`src/rtl/konwersja_pkg.sv`:
```
// konwersja_pkg: shared types and constants for the sign-magnitude to U2 converter
package konwersja_pkg;
  localparam int WIDTH_DEF = 32;
  typedef enum logic [1:0] {IDLE, SHIFT, DONE} state_t;
  function automatic int cnt_w(input int w);
    return (w <= 2) ? 1 : $clog2(w);
  endfunction
endpackage

```
`src/rtl/konw_neg_bit.sv`:
```
// konw_neg_bit: one step of serial two's-complement negation (copy through first 1, invert after)
module konw_neg_bit (
  input  logic m,
  input  logic sign,
  input  logic found_one,
  output logic out_bit,
  output logic found_one_next
);
  assign out_bit        = m ^ (sign & found_one);
  assign found_one_next = found_one | (sign & m);
endmodule

```
`src/rtl/konwersja_odwrotna.sv`:
```
// konwersja_odwrotna: bit-serial sign-magnitude to U2 converter with valid/ready on both sides
module konwersja_odwrotna
  import konwersja_pkg::*;
#(
  parameter int WIDTH = WIDTH_DEF
) (
  input  logic             i_clk,
  input  logic             i_rst,
  input  logic [WIDTH-1:0] i_argA,
  input  logic             i_valid,
  output logic             o_ready,
  output logic [WIDTH-1:0] o_result,
  output logic             o_error,
  output logic             o_valid,
  input  logic             i_ready
);
  localparam int CW = cnt_w(WIDTH);
  state_t state, state_n;
  logic sign, found_one, nonzero, out_bit, found_one_next, last;
  logic [WIDTH-2:0] mag, res;
  logic [WIDTH-1:0] res_sh;
  logic [CW-1:0] cnt;
  konw_neg_bit u_neg (
    .m(mag[0]), .sign(sign), .found_one(found_one),
    .out_bit(out_bit), .found_one_next(found_one_next)
  );
  assign last    = cnt == CW'(WIDTH - 2);
  assign res_sh  = {out_bit, res} >> 1;
  assign o_ready = state == IDLE;
  // DONE spends its first cycle registering the result, giving a WIDTH-edge latency
  always_comb begin
    state_n = (state == IDLE && i_valid) ? SHIFT :
              (state == SHIFT && last) ? DONE :
              (state == DONE && o_valid && i_ready) ? IDLE : state;
  end
  always_ff @(posedge i_clk or posedge i_rst) begin
    if (i_rst) begin
      state     <= IDLE;
      sign      <= 1'b0;
      found_one <= 1'b0;
      nonzero   <= 1'b0;
      mag       <= '0;
      res       <= '0;
      cnt       <= '0;
      o_valid   <= 1'b0;
      o_result  <= '0;
      o_error   <= 1'b0;
    end else begin
      state <= state_n;
      if (state == IDLE && i_valid) begin
        sign      <= i_argA[WIDTH-1];
        mag       <= i_argA[WIDTH-2:0];
        cnt       <= '0;
        found_one <= 1'b0;
        nonzero   <= 1'b0;
      end
      if (state == SHIFT) begin
        mag       <= mag >> 1;
        res       <= res_sh[WIDTH-2:0];
        found_one <= found_one_next;
        nonzero   <= nonzero | mag[0];
        cnt       <= cnt + 1'b1;
      end
      if (state == DONE && !o_valid) begin
        o_valid  <= 1'b1;
        o_result <= {sign & nonzero, res};
        o_error  <= sign & ~nonzero;
      end
      if (state == DONE && o_valid && i_ready) o_valid <= 1'b0;
    end
  end
endmodule

```
`config.mk`:
```
export PLATFORM = sky130hd
export DESIGN_NAME = konwersja_odwrotna
export DESIGN_NICKNAME = d
export VERILOG_FILES = /design/src/rtl/konwersja_pkg.sv /design/src/rtl/konw_neg_bit.sv /design/src/rtl/konwersja_odwrotna.sv
export SDC_FILE = /design/constraint.sdc
export NUM_CORES = 1
export LEC_CHECK = 0
export BUFFER_PORTS_ARGS = -buffer_cell sky130_fd_sc_hd__buf_4
export CAP_MARGIN = 10
export CORE_AREA = 5 5 104 106
export CTS_CLUSTER_SIZE = 25
export DETAILED_ROUTE_END_ITERATION = 10
export DIE_AREA = 0 0 109 111
export PLACE_DENSITY = 0.66
export SLEW_MARGIN = 20
export SYNTH_ARGS = -nofsm -noshare
export SYNTH_HDL_FRONTEND = slang
export SYNTH_HIERARCHICAL = 1
export SYNTH_SLANG_ARGS = --single-unit
```
`constraint.sdc`:
```
create_clock -name i_clk -period 4.4 [get_ports i_clk]
set_input_delay 0.88 -clock i_clk [delete_from_list [all_inputs] [get_ports i_clk]]
set_output_delay 0.88 -clock i_clk [all_outputs]
set_load 0.005 [all_outputs]
```
==> impl_metrics.env, run 1 <==
export IMPL_status="complete, no violations"
export IMPL_die_area_mm2=0.0121
export IMPL_cts_buffer_depth=2
export IMPL_yosys_top_cells_area="dfrtp_1 62%, nand2_1 8.8%, mux2_2 8.2%"
export IMPL_clock_latency_ns=0.37
export IMPL_syn_to_final_growth_pct=19.1
export IMPL_drcViolationCount=0
export IMPL_grt_usage_pct=14.7
export IMPL_synth_cell_types=30
export IMPL_swShare_pct=23.2
export IMPL_yosys_warnings=6
export IMPL_worst_hold_slack_ns=0.483
export IMPL_hold_path_end="res[0]"
export IMPL_postCtsSetupBuffers=0
export IMPL_place_congestion=0.784
export IMPL_fmax_ghz=0.465
export IMPL_switchingPower_mw=0.387
export IMPL_slew_headroom_pct=51.4
export IMPL_clockPowerShare_pct=38.6
export IMPL_drive_gt1_share_pct=27.9
export IMPL_die_w_um=109
export IMPL_worst_pin_slew_ns=0.727
export IMPL_rsz0062_at_grt="false"
export IMPL_drtIter0Drc=114
export IMPL_io_pins=71
export IMPL_hold_buffers=0
export IMPL_antenna_cells=0
export IMPL_grt_ovfl_total=0
export IMPL_root_buffer="clkbuf_8"
export IMPL_yosysTopAreaCell="dfrtp_1"
export IMPL_cp_slowest_cell="dfrtp_1"
export IMPL_layout_worst_path_cycle_share_pct=48.9
export IMPL_syn_num_nets=432
export IMPL_finalCriticalPeriod_ns=2.15
export IMPL_max_cap_violations=0
export IMPL_power_internal_mw=1.28
export IMPL_clock_sinks=106
export IMPL_path_max_fanout=10
export IMPL_ant_nets=0
export IMPL_drt_pre_antenna_iters=4
export IMPL_hold_violations=0
export IMPL_p_per_area_mw_per_mm2=328
export IMPL_fp_dieH_um=111
export IMPL_core_mm2=0.00968
export IMPL_path_clk_slew_ns=0.11
export IMPL_seq_power_share_pct=58.5
export IMPL_syn_area_mm2=0.00427
export IMPL_r2r_end="mag[0]"
export IMPL_vias_per_cell=4.93
export IMPL_post_synth_top_area_fraction_pct=62.1
export IMPL_n_fill_cell=884
export IMPL_cts_made_buffers=9
export IMPL_slowest_delay_ns=0.63
export IMPL_finalNetCount=495
export IMPL_critPathRequiredTime_ns=3.52
export IMPL_grt_max_degree=51
export IMPL_drv_slew=0
export IMPL_wirelength_um=8170
export IMPL_rows=36
export IMPL_hold_depth=2
export IMPL_cts_tree="yes"
export IMPL_min_from="res[0]"
export IMPL_setup_tns_final_ns=0
export IMPL_dp_hpwl_um=5420
export IMPL_synthCells=394
export IMPL_crit_family="flip-flops"
export IMPL_antenna_found_initial=0
export IMPL_initial_core_util_pct=44.1
export IMPL_portBuffers=70
export IMPL_critical_path_buf_inv_count=1
export IMPL_rrSetupSlack_ns=2.43
export IMPL_crit_chain="nor2_1, buf_4"
export IMPL_comb_power_share_pct=2.9
export IMPL_r2r_cells=4
export IMPL_setup_viol=0
export IMPL_path_class="register to output pin"
export IMPL_p_leak_nw=2.65
export IMPL_vias=2932
export IMPL_skew_ns=0.00953
export IMPL_worst_r2r_startpoint="state[1]"
export IMPL_cp_end_kind="output pin"
export IMPL_synth_avg_cell_area_um2=10.8
export IMPL_cts_htree_levels=3
export IMPL_hold_path_class="register to register"
export IMPL_ys_ff_latch=106
export IMPL_grt_pass1_vias=2915
export IMPL_worst_ep_arrival_time_ns=1.27
export IMPL_routedWlPerCell_um=13.7
export IMPL_ir_drop_mv=0.147
export IMPL_worst_setup_path_start_kind="register"
export IMPL_grt_first_pass_wirelength_um=14300
export IMPL_seq_area_frac_synth_pct=62.1
export IMPL_cts_repair_resized=0
==> worst max path at each step <==
stage                  start       to  slack [ns]  cells past startpoint
CTS                 state[0]  o_ready        2.26                      2
global route        state[0]  o_ready        2.13                      2
global placement     i_valid  mag[22]        2.17                      3
detailed placement   i_valid   mag[0]        2.11                      3
finish              state[0]  o_ready        2.25                      2
floorplan              i_rst   cnt[0]        0.73                      1
==> per-layer routing <==
metal,vias up,global-route usage [%],wire (um),part of all wire [%]
met5,-,0,0,0
met4,0,4.55,94,1.2
met3,8,3.96,402,4.9
met2,65,22.5,3890,48
met1,1431,20.5,3790,46
li1,1428,-,-,-
==> cell usage in the layout, fill, tap and decap left out, drive strengths merged, types with 2 or more instances in the layout <==
master,netlist,layout
a21oi,31,31
o22ai,30,30
xor2,2,2
dfrtp,106,106
inv,35,40
nor2,3,3
clkbuf,9,9
nand2,100,100
ha,2,2
mux2,33,33
o21ai,9,9
nand3b,2,2
nand3,6,6
buf,14,75
==> per-stage QoR <==
step | worst slack (ns) | utilization, % | power, mW | instances | area, um2
2_1_floorplan | 0.731 | - | 1.01 | 394 | 4270
3_3_place_gp | 2.17 | 50.2 | 1.04 | 579 | 4860
3_5_place_dp | 2.11 | 50.2 | 1.05 | 579 | 4860
4_1_cts | 2.26 | 52.4 | 1.69 | 595 | 5080
5_1_grt | 2.13 | 52.5 | 1.73 | 595 | 5080
6_report | 2.25 | 52.5 | 1.67 | 595 | 5080
==> cells in the mapped netlist <==
library cell,n
mux2_4,1
o21bai_1,1
dfrtp_1,106
clkbuf_1,9
o31ai_1,1
o22ai_1,30
nor2b_1,1
o21ai_1,1
o211ai_1,1
nand3_1,6
nor2_1,3
a21oi_1,31
inv_1,35
nand3b_1,2
mux2_1,1
xnor2_1,1
mux2_2,31
xor2_1,2
buf_6,7
nand4_1,1
o21ai_0,8
or3b_1,1
and2b_1,1
and2_1,1
a21o_2,1
buf_2,7
nand2_1,100
ha_1,2
nand2b_1,1
nor3b_4,1
==> final cells by class <==
| cell class | count | area [um2] | area share (%) |
|---|---|---|---|
| clock buffers | 9 | 124 | 2.44 |
| clock inverters | 7 | 92.6 | 1.82 |
| inverters | 35 | 134 | 2.63 |
| multi-input cells | 230 | 1350 | 26.6 |
| flip-flops and latches | 106 | 2650 | 52.2 |
| well taps | 133 | 166 | 3.27 |
| repair buffers | 75 | 563 | 11.1 |
==> worst reg2reg max path, cell delays in order (launching register included) <==
cell and delay (ns):
dfrtp_1 0.51, nand2b_2 0.58, buf_4 0.48, o22ai_1 0.17, a21oi_1 0.15
==> power groups by stage <==
| stage | Clock, mW | Sequential [mW] | Combinational, mW |
|---|---|---|---|
| final | 0.643 | 0.975 | 0.0486 |
| after global routing | 0.702 | 0.976 | 0.0556 |
| after CTS | 0.664 | 0.975 | 0.0505 |
| after detailed placement | 0 | 0.994 | 0.0506 |
| after global placement | 0 | 0.994 | 0.0498 |
| after floorplan | 0 | 0.994 | 0.0173 |
==> state kept, by name, summed over array words and instances (netlist names) <==
signal / flops
cnt: 5
found_one: 1
mag: 31
nonzero: 1
o_error: 1
o_result: 32
o_valid: 1
res: 31
sign: 1
state: 2
==> kinds of logic after synthesis <==
| logic type | Yosys count | share of synthesized area [%] |
|---|---|---|
| AOI/OAI and AO/OA | 74 | 9.82 |
| xor gates and xnor gates | 3 | 0.616 |
| adders and majority gates | 2 | 0.586 |
| buffers and inverters | 58 | 6.54 |
| DFF | 106 | 62.1 |
| muxes | 33 | 8.79 |
| and+or+nand+nor | 118 | 11.5 |
Note: power is estimated with default switching activity, not from simulation.
==> run 2, diff against run 1 <==
--- a/config.mk
+++ b/config.mk
@@ -5,13 +5,14 @@
 export SDC_FILE = /design/constraint.sdc
 export NUM_CORES = 1
 export LEC_CHECK = 0
+export ABC_AREA = 1
 export BUFFER_PORTS_ARGS = -buffer_cell sky130_fd_sc_hd__buf_4
 export CAP_MARGIN = 10
-export CORE_AREA = 5 5 104 106
+export CORE_AREA = 5 5 107 109
 export CTS_CLUSTER_SIZE = 25
 export DETAILED_ROUTE_END_ITERATION = 10
-export DIE_AREA = 0 0 109 111
-export PLACE_DENSITY = 0.66
+export DIE_AREA = 0 0 112 114
+export PLACE_DENSITY = 0.68
 export SLEW_MARGIN = 20
 export SYNTH_ARGS = -nofsm -noshare
 export SYNTH_HDL_FRONTEND = slang
==> constraint.sdc (replaced) <==
create_clock -name i_clk -period 1.75 [get_ports i_clk]
set_input_delay 0.35 -clock i_clk [delete_from_list [all_inputs] [get_ports i_clk]]
set_output_delay 0.35 -clock i_clk [all_outputs]
set_load 0.005 [all_outputs]
==> run 2 against run 1 <==
Combinational power grew to 3.0 times the previous value. Register-to-register slack got worse by 2.2 ns. Clock power up 150%. Highest routed layer unchanged. Utilization is 1.0 points lower. Die area increased by 5.5%. Largest cell class unchanged. Power grew to 2.5 times the previous value. First-iteration DRC count grew 80%. Synthesized cell count is 39% higher. Hold slack lost 0.39 ns.
==> impl_metrics.env, run 2 <==
export IMPL_cts_buffer_depth=2
export IMPL_core_mm2=0.0105
export IMPL_r2r_end="res[15]"
export IMPL_synth_cell_types=20
export IMPL_die_w_um=112
export IMPL_cts_tree="yes"
export IMPL_fp_dieH_um=114
export IMPL_yosysMostFrequentCell="nand2_1"
export IMPL_vias=3579
export IMPL_io_pins=71
export IMPL_hold_buffers=0
export IMPL_worst_setup_path_start_kind="register"
export IMPL_p_per_area_mw_per_mm2=776
export IMPL_setup_slack_ns=0.0644
export IMPL_crit_family="flip-flops"
export IMPL_vias_per_cell=4.77
export IMPL_rsz0062_at_grt="false"
export IMPL_yosys_top_cells_count="254 x nand2_1, 106 x dfrtp_1, 43 x o21ai_0, 42 x inv_1, 38 x nand3_1"
export IMPL_root_buffer="clkbuf_8"
export IMPL_drcViolationCount=0
export IMPL_post_synth_top_area_fraction_pct=58.2
export IMPL_fmax_ghz=0.593
export IMPL_antenna_found_initial=0
export IMPL_cp_slowest_cell="dfrtp_1"
export IMPL_grt_ovfl_total=0
export IMPL_place_congestion=0.776
export IMPL_ant_nets=0
export IMPL_rows=38
export IMPL_routedWlPerCell_um=12.3
export IMPL_ys_ff_latch=106
export IMPL_worst_r2r_startpoint="state[1]"
export IMPL_grt_pass1_vias=3604
export IMPL_yosys_top_cells_area="dfrtp_1 58%, nand2_1 21%, o21ai_0 4.7%"
export IMPL_setup_tns_final_ns=0
export IMPL_final_cell_mix="252 x nand2_1, 106 x dfrtp_1, 74 x buf_4"
export IMPL_path_class="register to output pin"
export IMPL_crit_chain="buf_12, nor2_1, buf_4"
export IMPL_path_max_fanout=35
export IMPL_die_area_mm2=0.0128
export IMPL_max_cap_violations=0
export IMPL_worst_hold_slack_ns=0.0940
export IMPL_final_common_cell="nand2_1"
export IMPL_worst_ep_arrival_time_ns=1.34
export IMPL_yosys_warnings=6
export IMPL_critPathRequiredTime_ns=1.40
export IMPL_synth_flop_cell="dfrtp_1"
export IMPL_p_leak_nw=2.85
export IMPL_hold_path_class="input port to asynchronous set/reset pin"
export IMPL_synth_edff_count=0
export IMPL_yosysTopAreaCell="dfrtp_1"
export IMPL_dp_slack_ns=0.220
export IMPL_reg_largest_list="o_result x32, mag x31, res x31"
export IMPL_rrSetupSlack_ns=0.22
export IMPL_drt_pre_antenna_iters=4
export IMPL_portBuffers=70
export IMPL_critical_path_buf_inv_count=2
export IMPL_cp_end_kind="output pin"
export IMPL_synthCells=548
export IMPL_ir_drop_mv=0.410
export IMPL_cts_made_buffers=9
export IMPL_clock_sinks=106
export IMPL_async_flop_share_pct=100
export IMPL_status="complete, no violations"
export IMPL_top_register="o_result"
export IMPL_skew_ns=0.0156
export IMPL_clock_latency_ns=0.38
export IMPL_worst_pin_slew_ns=0.910
export IMPL_syn_num_nets=586
export IMPL_hold_violations=0
export IMPL_finalCriticalPeriod_ns=1.69
export IMPL_cts_repair_resized=0
export IMPL_r2r_cells=6
export IMPL_grt_first_pass_wirelength_um=16200
export IMPL_grt_usage_pct=15.3
export IMPL_fin_util_pct=51.5
export IMPL_postCtsSetupBuffers=0
export IMPL_setup_viol=0
export IMPL_slowest_delay_ns=0.43
export IMPL_drtIter0Drc=205
export IMPL_drive_gt1_share_pct=16.5
export IMPL_syn_to_final_growth_pct=18.7
export IMPL_initial_core_util_pct=43.4
export IMPL_wirelength_um=9220
export IMPL_syn_area_mm2=0.00456
export IMPL_finalNetCount=644
export IMPL_dp_hpwl_um=5910
export IMPL_grt_max_degree=107
export IMPL_largest_reg_flops=32
export IMPL_layout_worst_path_cycle_share_pct=96.3
export IMPL_totalPowerFinal_mw=4.20
export IMPL_slew_headroom_pct=39.3
export IMPL_synth_avg_cell_area_um2=8.31
export IMPL_cts_htree_levels=3
export IMPL_path_clk_slew_ns=0.10
export IMPL_drv_slew=0
export IMPL_seq_area_frac_synth_pct=58.2
export IMPL_antenna_cells=0
[run 2: cell count changes in the layout (fill, tap and decap cells not counted), moves of 21 or more]
| cell | previous run | this run |
|---|---|---|
| a21oi_1 | 31 | 1 |
| nand2_1 | 100 | 252 |
| o22ai_1 | 30 | 0 |
| o21ai_0 | 8 | 43 |
| o21ai_1 | 1 | 22 |
| mux2_2 | 31 | 0 |
| nand3_1 | 6 | 38 |
[run 2: per-stage QoR]
| step | cell area, um2 | instances |
|---|---|---|
| after floorplan | 4560 | 548 |
| final | 5410 | 751 |
| after global placement | 5190 | 735 |
| after CTS | 5410 | 751 |
| after detailed placement | 5190 | 735 |
| after global routing | 5410 | 751 |
[run 2: cells by family after synthesis]
logic type | share of synthesized area [%]
simple gates | 26.0
fa+ha+maj | 0.549
compound gates | 7.53
buf+inv | 7.74
flops | 58.2
[run 2: where the power goes]
part / switching [mW] / internal (mW) / total, mW
registers: 0 / 2.45 / 2.45
clock network: 0.900 / 0.701 / 1.60
logic: 0.0790 / 0.0680 / 0.147
total: 0.979 / 3.22 / 4.20
[run 2: layout make-up]
class,instances,area [um2]
Clock buffer,9,124
Clock inverter,7,96.3
Fill cell,1001,5100
Inverter,43,165
Multi-Input combinational cell,368,1560
Sequential cell,106,2650
Tap cell,140,175
Timing Repair Buffer,78,636
[run 2: worst max-delay path by stage]
stage	start	to	slack, ns	cells after the start
6_report	state[0]	o_ready	0.06	3
3_5_place_dp	state[1]	mag[6]	0.22	8
2_1_floorplan	i_rst	cnt[0]	0.13	1
5_1_grt	state[0]	o_ready	0.007	3
4_1_cts	state[0]	o_ready	0.04	3
3_3_place_gp	state[1]	mag[0]	0.27	8
[run 2: worst reg2reg max path, cell delays in order (launching register included)]
cell	delay (ns)
dfrtp_1	0.43
inv_2	0.07
buf_4	0.33
nand2_2	0.13
buf_4	0.27
nand2_1	0.11
o21ai_0	0.09
[run 2: layer usage]
layer,track usage [%],wire (um)
met1,20.1,4350
met2,25.4,4200
met3,3.61,602
met4,4.49,67
met5,0,0
